File: src/rtl/bru_pkg.sv
// Shared types for the branch resolve unit: FSM states, in-flight entry,
// widths and a saturating counter helper.
package bru_pkg;

    localparam int PC_W_DEF = 10;
    localparam int PC_MAX_W = 32;
    localparam int AGE_W    = 4;

    typedef enum logic [1:0] {
        IDLE      = 2'd0,
        LOOKUP    = 2'd1,
        WAIT_PRED = 2'd2
    } bru_state_e;

    typedef struct packed {
        logic [PC_MAX_W-1:0] pc;
        logic                taken;
        logic                pred;
        logic [AGE_W-1:0]    age;
    } bru_entry_t;

    function automatic logic [15:0] sat_inc16(input logic [15:0] v,
                                              input logic        en);
        return (en && v != 16'hFFFF) ? v + 16'd1 : v;
    endfunction

endpackage

File: src/rtl/bru_fifo.sv
// In-order queue of in-flight branches; every entry ages each cycle,
// saturating at MAX_AGE. Ports: push/din, pop, full/empty, head.
module bru_fifo
    import bru_pkg::*;
#(
    parameter int DEPTH   = 4,
    parameter int MAX_AGE = 2
) (
    input  logic       clock,
    input  logic       reset,
    input  logic       push_i,
    input  bru_entry_t din_i,
    input  logic       pop_i,
    output logic       full_o,
    output logic       empty_o,
    output bru_entry_t head_o
);

    localparam int PTR_W = (DEPTH > 1) ? $clog2(DEPTH) : 1;
    localparam logic [AGE_W-1:0] AGE_MAX = AGE_W'(MAX_AGE);

    bru_entry_t       mem_q [DEPTH];
    logic [PTR_W-1:0] rd_q;
    logic [PTR_W-1:0] wr_q;
    logic [PTR_W:0]   cnt_q;
    logic             do_push;
    logic             do_pop;

    assign full_o  = (cnt_q == (PTR_W+1)'(DEPTH));
    assign empty_o = (cnt_q == '0);
    assign head_o  = mem_q[rd_q];
    assign do_push = push_i && !full_o;
    assign do_pop  = pop_i && !empty_o;

    always_ff @(posedge clock or negedge reset) begin
        if (!reset) begin
            for (int i = 0; i < DEPTH; i++) mem_q[i] <= '0;
            rd_q  <= '0;
            wr_q  <= '0;
            cnt_q <= '0;
        end else begin
            // Ages of empty slots are don't-care; a push overwrites them.
            for (int i = 0; i < DEPTH; i++) begin
                if (mem_q[i].age != AGE_MAX)
                    mem_q[i].age <= mem_q[i].age + AGE_W'(1);
            end
            if (do_push) begin
                mem_q[wr_q] <= din_i;
                wr_q        <= wr_q + PTR_W'(1);
            end
            if (do_pop) rd_q <= rd_q + PTR_W'(1);
            case ({do_push, do_pop})
                2'b10:   cnt_q <= cnt_q + (PTR_W+1)'(1);
                2'b01:   cnt_q <= cnt_q - (PTR_W+1)'(1);
                default: cnt_q <= cnt_q;
            endcase
        end
    end

endmodule

File: src/rtl/branch_resolve_unit.sv
// Branch resolve unit: accepts trace records, looks up the predictor,
// queues the prediction and issues in-order updates RESOLVE_LAT cycles
// later. Ports: rec_* (record in), lookup_*/pred_* (predictor lookup),
// upd_* (resolution), align_err, branch_count/mispredict_count.
// Define BRU_STATS_EN to build the branch/mispredict counters.
module branch_resolve_unit
    import bru_pkg::*;
#(
    parameter int PC_W        = PC_W_DEF,
    parameter int DEPTH       = 4,
    parameter int RESOLVE_LAT = 2
) (
    input  logic            clock,
    input  logic            reset,
    input  logic            rec_valid,
    output logic            rec_ready,
    input  logic [PC_W-1:0] rec_pc,
    input  logic            rec_taken,
    output logic            lookup_valid,
    output logic [PC_W-1:0] lookup_pc,
    input  logic            pred_valid,
    input  logic            pred_taken,
    output logic            upd_valid,
    output logic [PC_W-1:0] upd_pc,
    output logic            upd_taken,
    output logic            upd_mispredict,
    output logic            align_err,
    output logic [15:0]     branch_count,
    output logic [15:0]     mispredict_count
);

    bru_state_e      state_q;
    logic [PC_W-1:0] pc_q;
    logic            taken_q;
    logic            align_err_q;
    logic            ready_en_q;
    logic            full;
    logic            empty;
    logic            accept;
    logic            push;
    logic            pop;
    bru_entry_t      din;
    bru_entry_t      head;
    logic            unused_head_pc;

    // ready_en_q holds rec_ready low for the first cycle after reset.
    // Accept requires a free slot, so the lookup in flight always fits.
    assign rec_ready = ready_en_q && (state_q == IDLE) && !full;
    assign accept    = rec_valid && rec_ready;
    assign push      = (state_q == WAIT_PRED) && pred_valid;
    assign pop       = !empty && (head.age == AGE_W'(RESOLVE_LAT));

    always_comb begin
        din       = '0;
        din.pc    = PC_MAX_W'(pc_q);
        din.taken = taken_q;
        din.pred  = pred_taken;
        din.age   = '0;
    end

    bru_fifo #(
        .DEPTH   (DEPTH),
        .MAX_AGE (RESOLVE_LAT)
    ) u_fifo (
        .clock   (clock),
        .reset   (reset),
        .push_i  (push),
        .din_i   (din),
        .pop_i   (pop),
        .full_o  (full),
        .empty_o (empty),
        .head_o  (head)
    );

    always_ff @(posedge clock or negedge reset) begin
        if (!reset) begin
            state_q     <= IDLE;
            pc_q        <= '0;
            taken_q     <= 1'b0;
            align_err_q <= 1'b0;
            ready_en_q  <= 1'b0;
        end else begin
            ready_en_q <= 1'b1;
            unique case (state_q)
                IDLE: begin
                    if (accept) begin
                        if (rec_pc[1:0] == 2'b00) begin
                            pc_q    <= rec_pc;
                            taken_q <= rec_taken;
                            state_q <= LOOKUP;
                        end else begin
                            align_err_q <= 1'b1;
                        end
                    end
                end
                LOOKUP:    state_q <= WAIT_PRED;
                WAIT_PRED: if (pred_valid) state_q <= IDLE;
                default:   state_q <= IDLE;
            endcase
        end
    end

    // lookup_pc stays on the latched PC until the prediction returns.
    assign lookup_valid   = (state_q == LOOKUP);
    assign lookup_pc      = (state_q != IDLE) ? pc_q : '0;
    assign align_err      = align_err_q;

    assign upd_valid      = pop;
    assign upd_pc         = pop ? head.pc[PC_W-1:0] : '0;
    assign upd_taken      = pop && head.taken;
    assign upd_mispredict = pop && (head.taken ^ head.pred);
    assign unused_head_pc = ^head.pc;

`ifdef BRU_STATS_EN
    logic [15:0] branch_cnt_q;
    logic [15:0] mispred_cnt_q;

    always_ff @(posedge clock or negedge reset) begin
        if (!reset) begin
            branch_cnt_q  <= '0;
            mispred_cnt_q <= '0;
        end else begin
            branch_cnt_q  <= sat_inc16(branch_cnt_q, pop);
            mispred_cnt_q <= sat_inc16(mispred_cnt_q, upd_mispredict);
        end
    end

    assign branch_count     = branch_cnt_q;
    assign mispredict_count = mispred_cnt_q;
`else
    assign branch_count     = '0;
    assign mispredict_count = '0;
`endif

endmodule

File: config.mk
export PLATFORM = sky130hd
export DESIGN_NAME = branch_resolve_unit
export DESIGN_NICKNAME = d
export VERILOG_FILES = /design/src/rtl/bru_pkg.sv /design/src/rtl/bru_fifo.sv /design/src/rtl/branch_resolve_unit.sv
export SDC_FILE = /design/constraint.sdc
export NUM_CORES = 1
export LEC_CHECK = 0
export ABC_AREA = 1
export CAP_MARGIN = 20
export CORE_MARGIN = 2
export CORE_UTILIZATION = 45
export DETAILED_ROUTE_END_ITERATION = 8
export GPL_ROUTABILITY_DRIVEN = 1
export GPL_TIMING_DRIVEN = 1
export PLACE_DENSITY_LB_ADDON = 0.3
export SLEW_MARGIN = 0
export SYNTH_ARGS = -nofsm -noshare
export SYNTH_HDL_FRONTEND = slang
export SYNTH_SLANG_ARGS = --single-unit
export TNS_END_PERCENT = 100
File: constraint.sdc
create_clock -name clock -period 4.88 [get_ports clock]
set_input_delay 1.22 -clock clock [delete_from_list [all_inputs] [get_ports clock]]
set_output_delay 1.22 -clock clock [all_outputs]
set_load 0.01 [all_outputs]
==> flow_summary.ini <==
[sta]
fin_skew_ns = 0.0131
slew-limit-headroom_pct = 44.9
finalCritPeriodShare_pct = 85.8
setup_violations = 0
rsz0062_at_grt = no
fin_tns_setup_ns = 0
max_freq_mhz = 239
worst_slew_pin_slew_ns = 0.826
maxSlewViolCount = 0
finalCriticalPeriod_ns = 4.19
finalHoldViolCount = 0

[grt]
grt_pass1_wl_um = 15500
grt_max_degree = 60
track_usage_pct = 17.8
antenna_found_initial = 0
grt_pass1_vias = 3115
overflow = 0

[clock_network]
htreeDepth = 3
clk_pin_slew_worst_paths_ns = 0.09
cts_tree = built
hold_buffers = 0
cts.sinks = 86
clock_latency_ns = 0.36
cts_resized = 0
cts_made_buffers = 9
cts_root_buf = clkbuf_8
cts_buffer_depth = 2
postCtsSetupRepairBufs = 0

[cells_and_area]
syn_to_final_growth_pct = 12.4
drive_gt1_share_pct = 4.84
fillers = 929
nNetsFinal = 624
finalInstanceArea_sq_um = 5060
mostFrequentLayoutCells = 158 x nand2_1, 86 x dfrtp_1, 75 x inv_1
final_common_cell = nand2_1
num_antenna_cells = 0

[detailed_routing]
vias = 3389
routed_via_density = 4.63
drtIter0Drc = 227
detail-route-antenna-nets = 0
dr.pass1.iters = 4
drc_errors = 0
wirelength_um = 9200
wl_per_cell_um = 12.6

[synth]
synth_cell_type_count = 29
synth_compound_gate_area_share_pct = 9.86
ys_warn_count = 0
synth_top_family_by_area = simple AND/OR/NAND/NOR gates
synth_xor_area_share_pct = 2.72
synthesis.area_sq_um = 4510
ys_seq_elements = 86
synthAdderAreaFrac_pct = 4.05
syn-instance-count = 560
synth_mux_area_share_pct = 0
post_synth.cell_area_avg_sq_um = 8.05
ys_seq_area_share_pct = 47.8
yosys.area_share.simple_pct = 20.9

[power]
p_int_mw = 1.76
p_leak_nw = 2.64
seq_power_share_pct = 42.3
pwr-share-comb_pct = 40.2
clkPwrFrac_pct = 17.4
swShare_pct = 41.2
p_sw_mw = 1.23
vdd_drop_max_mv = 0.235
power_per_cell_area_nw_per_um2 = 592
p_total_mw = 3.00

[worst_setup_path]
max_stage_delay_ns = 0.76
cp.required_ns = 3.66
worstPathCellList = inv_2, nor2_1, nand3_1, nand3_1, nand3_1, inv_1, clkdlybuf4s50_1
endpoint_kind = output pin
cp_max_fo = 17
critPathLaunchType = register
cp_data_arrival_time_ns = 2.97
path_buf_inv = 3
crit_type = register to output pin
slowest_stage = dfrtp_1
cp_common_cell = nand3_1
cp_top_family = buffers and inverters

[min_path]
holdCritPathClass = register to register

[die]
ios = 74
coreArea_sq_um = 9730
die_area_sq_um = 10800
die_h_um = 104
rows = 36
start_util_pct = 46.3
die_w_um = 104

[place]
dpl_cell_area_sq_um = 4850
dpl.hpwl_um = 6260
io_buffers = 41
gp_congestion = 0.813

[outcome]
status = completed

[job]
drv_cap = 0
## stage by stage
step	cells	setup slack, ns	util, %	hold WS (ns)
floorplan	591	2.16	-	0.437
global route	732	0.497	52.0	0.506
detailed placement	716	1.10	49.9	0.457
global placement	716	1.19	49.9	0.448
CTS	732	0.680	52.0	0.478
finish	732	0.691	52.0	0.476
## power by group through the flow
stage	combinational, mW	clock, mW	sequential, mW
after global routing	1.40	0.563	1.31
after detailed placement	1.21	0	1.28
final	1.20	0.523	1.27
after global placement	1.17	0	1.27
after CTS	1.22	0.529	1.26
after floorplan	0.932	0	1.17
## registers in the layout, indices dropped and copies added (netlist names)
register      cells
align_err         1
u_fifo.cnt_q      3
u_fifo.rd_q       2
state_q           2
u_fifo.wr_q       2
pc_q             10
u_fifo.mem_q     64
ready_en_q        1
taken_q           1
## worst min-delay path: stages, from the launching register on
cell and delay [ns]:
dfrtp_1 0.35, nand2_1 0.05, nand2_1 0.05
## logic make-up (layout without fill, tap and decap cells)
logic type      after synthesis  after routing
xor+xnor                     14             14
buf+inv                     130            138
fa+ha+maj                    14             14
other cells                   2             33
simple gates                227            227
compound gates               87             87
flops                        86             86
## area by class of cell
type / count / area [sq um] / area share, %
Clock buffer: 10 / 138 / 2.72
Clock inverter: 6 / 70.1 / 1.38
Inverter: 79 / 297 / 5.86
Multi-Input combinational cell: 375 / 1820 / 35.9
Sequential cell: 86 / 2150 / 42.5
Tap cell: 133 / 166 / 3.29
Timing Repair Buffer: 43 / 423 / 8.35
## metal layers
metal  part of all wire (%)  global-route usage, %  vias up
li1                       -                      -     1718
met5                      0                      0        -
met4                    1.7                   6.37        0
met1                     47                   24.5     1559
met2                     47                   28.3       97
met3                    4.9                   3.32       15
## path summary, 6_finish.rpt
check / start / end / cells after the start / slack (ns)
max: u_fifo.rd_q[1] / upd_valid / 7 / 0.69
min: u_fifo.mem_q[7] / u_fifo.mem_q[7] / 2 / 0.48
max reg2reg: u_fifo.rd_q[1] / u_fifo.cnt_q[2] / 11 / 1.86
min reg2reg: u_fifo.mem_q[7] / u_fifo.mem_q[7] / 2 / 0.48
max in group asynchronous: reset / u_fifo.mem_q[1] / 2 / 3.12
min in group asynchronous: reset / u_fifo.cnt_q[1] / 1 / 0.92
## synth_stat cells
library cell / number / share of area [%]
nand3_2: 1 / 0.22
a31oi_1: 1 / 0.14
nand4_1: 2 / 0.28
inv_1: 75 / 6.2
dfrtp_1: 86 / 48
o21ai_1: 1 / 0.11
a21oi_1: 26 / 2.9
o21bai_1: 2 / 0.33
nor2_4: 4 / 1.0
nor2_1: 41 / 3.4
buf_2: 6 / 0.67
o21ai_0: 56 / 6.2
conb_1: 2 / 0.17
nand2_1: 158 / 13
o211ai_1: 1 / 0.17
clkbuf_1: 4 / 0.33
nand2_4: 1 / 0.25
buf_1: 1 / 0.083
nand3_1: 18 / 2.0
xnor2_1: 1 / 0.19
fa_1: 1 / 0.44
ha_1: 13 / 3.6
inv_2: 2 / 0.17
clkinv_1: 2 / 0.17
buf_4: 38 / 6.3
xor2_1: 13 / 2.5
nand4_4: 1 / 0.47
buf_6: 2 / 0.50
or2_2: 1 / 0.14
No activity file was read; power rests on OpenSTA's default activity.
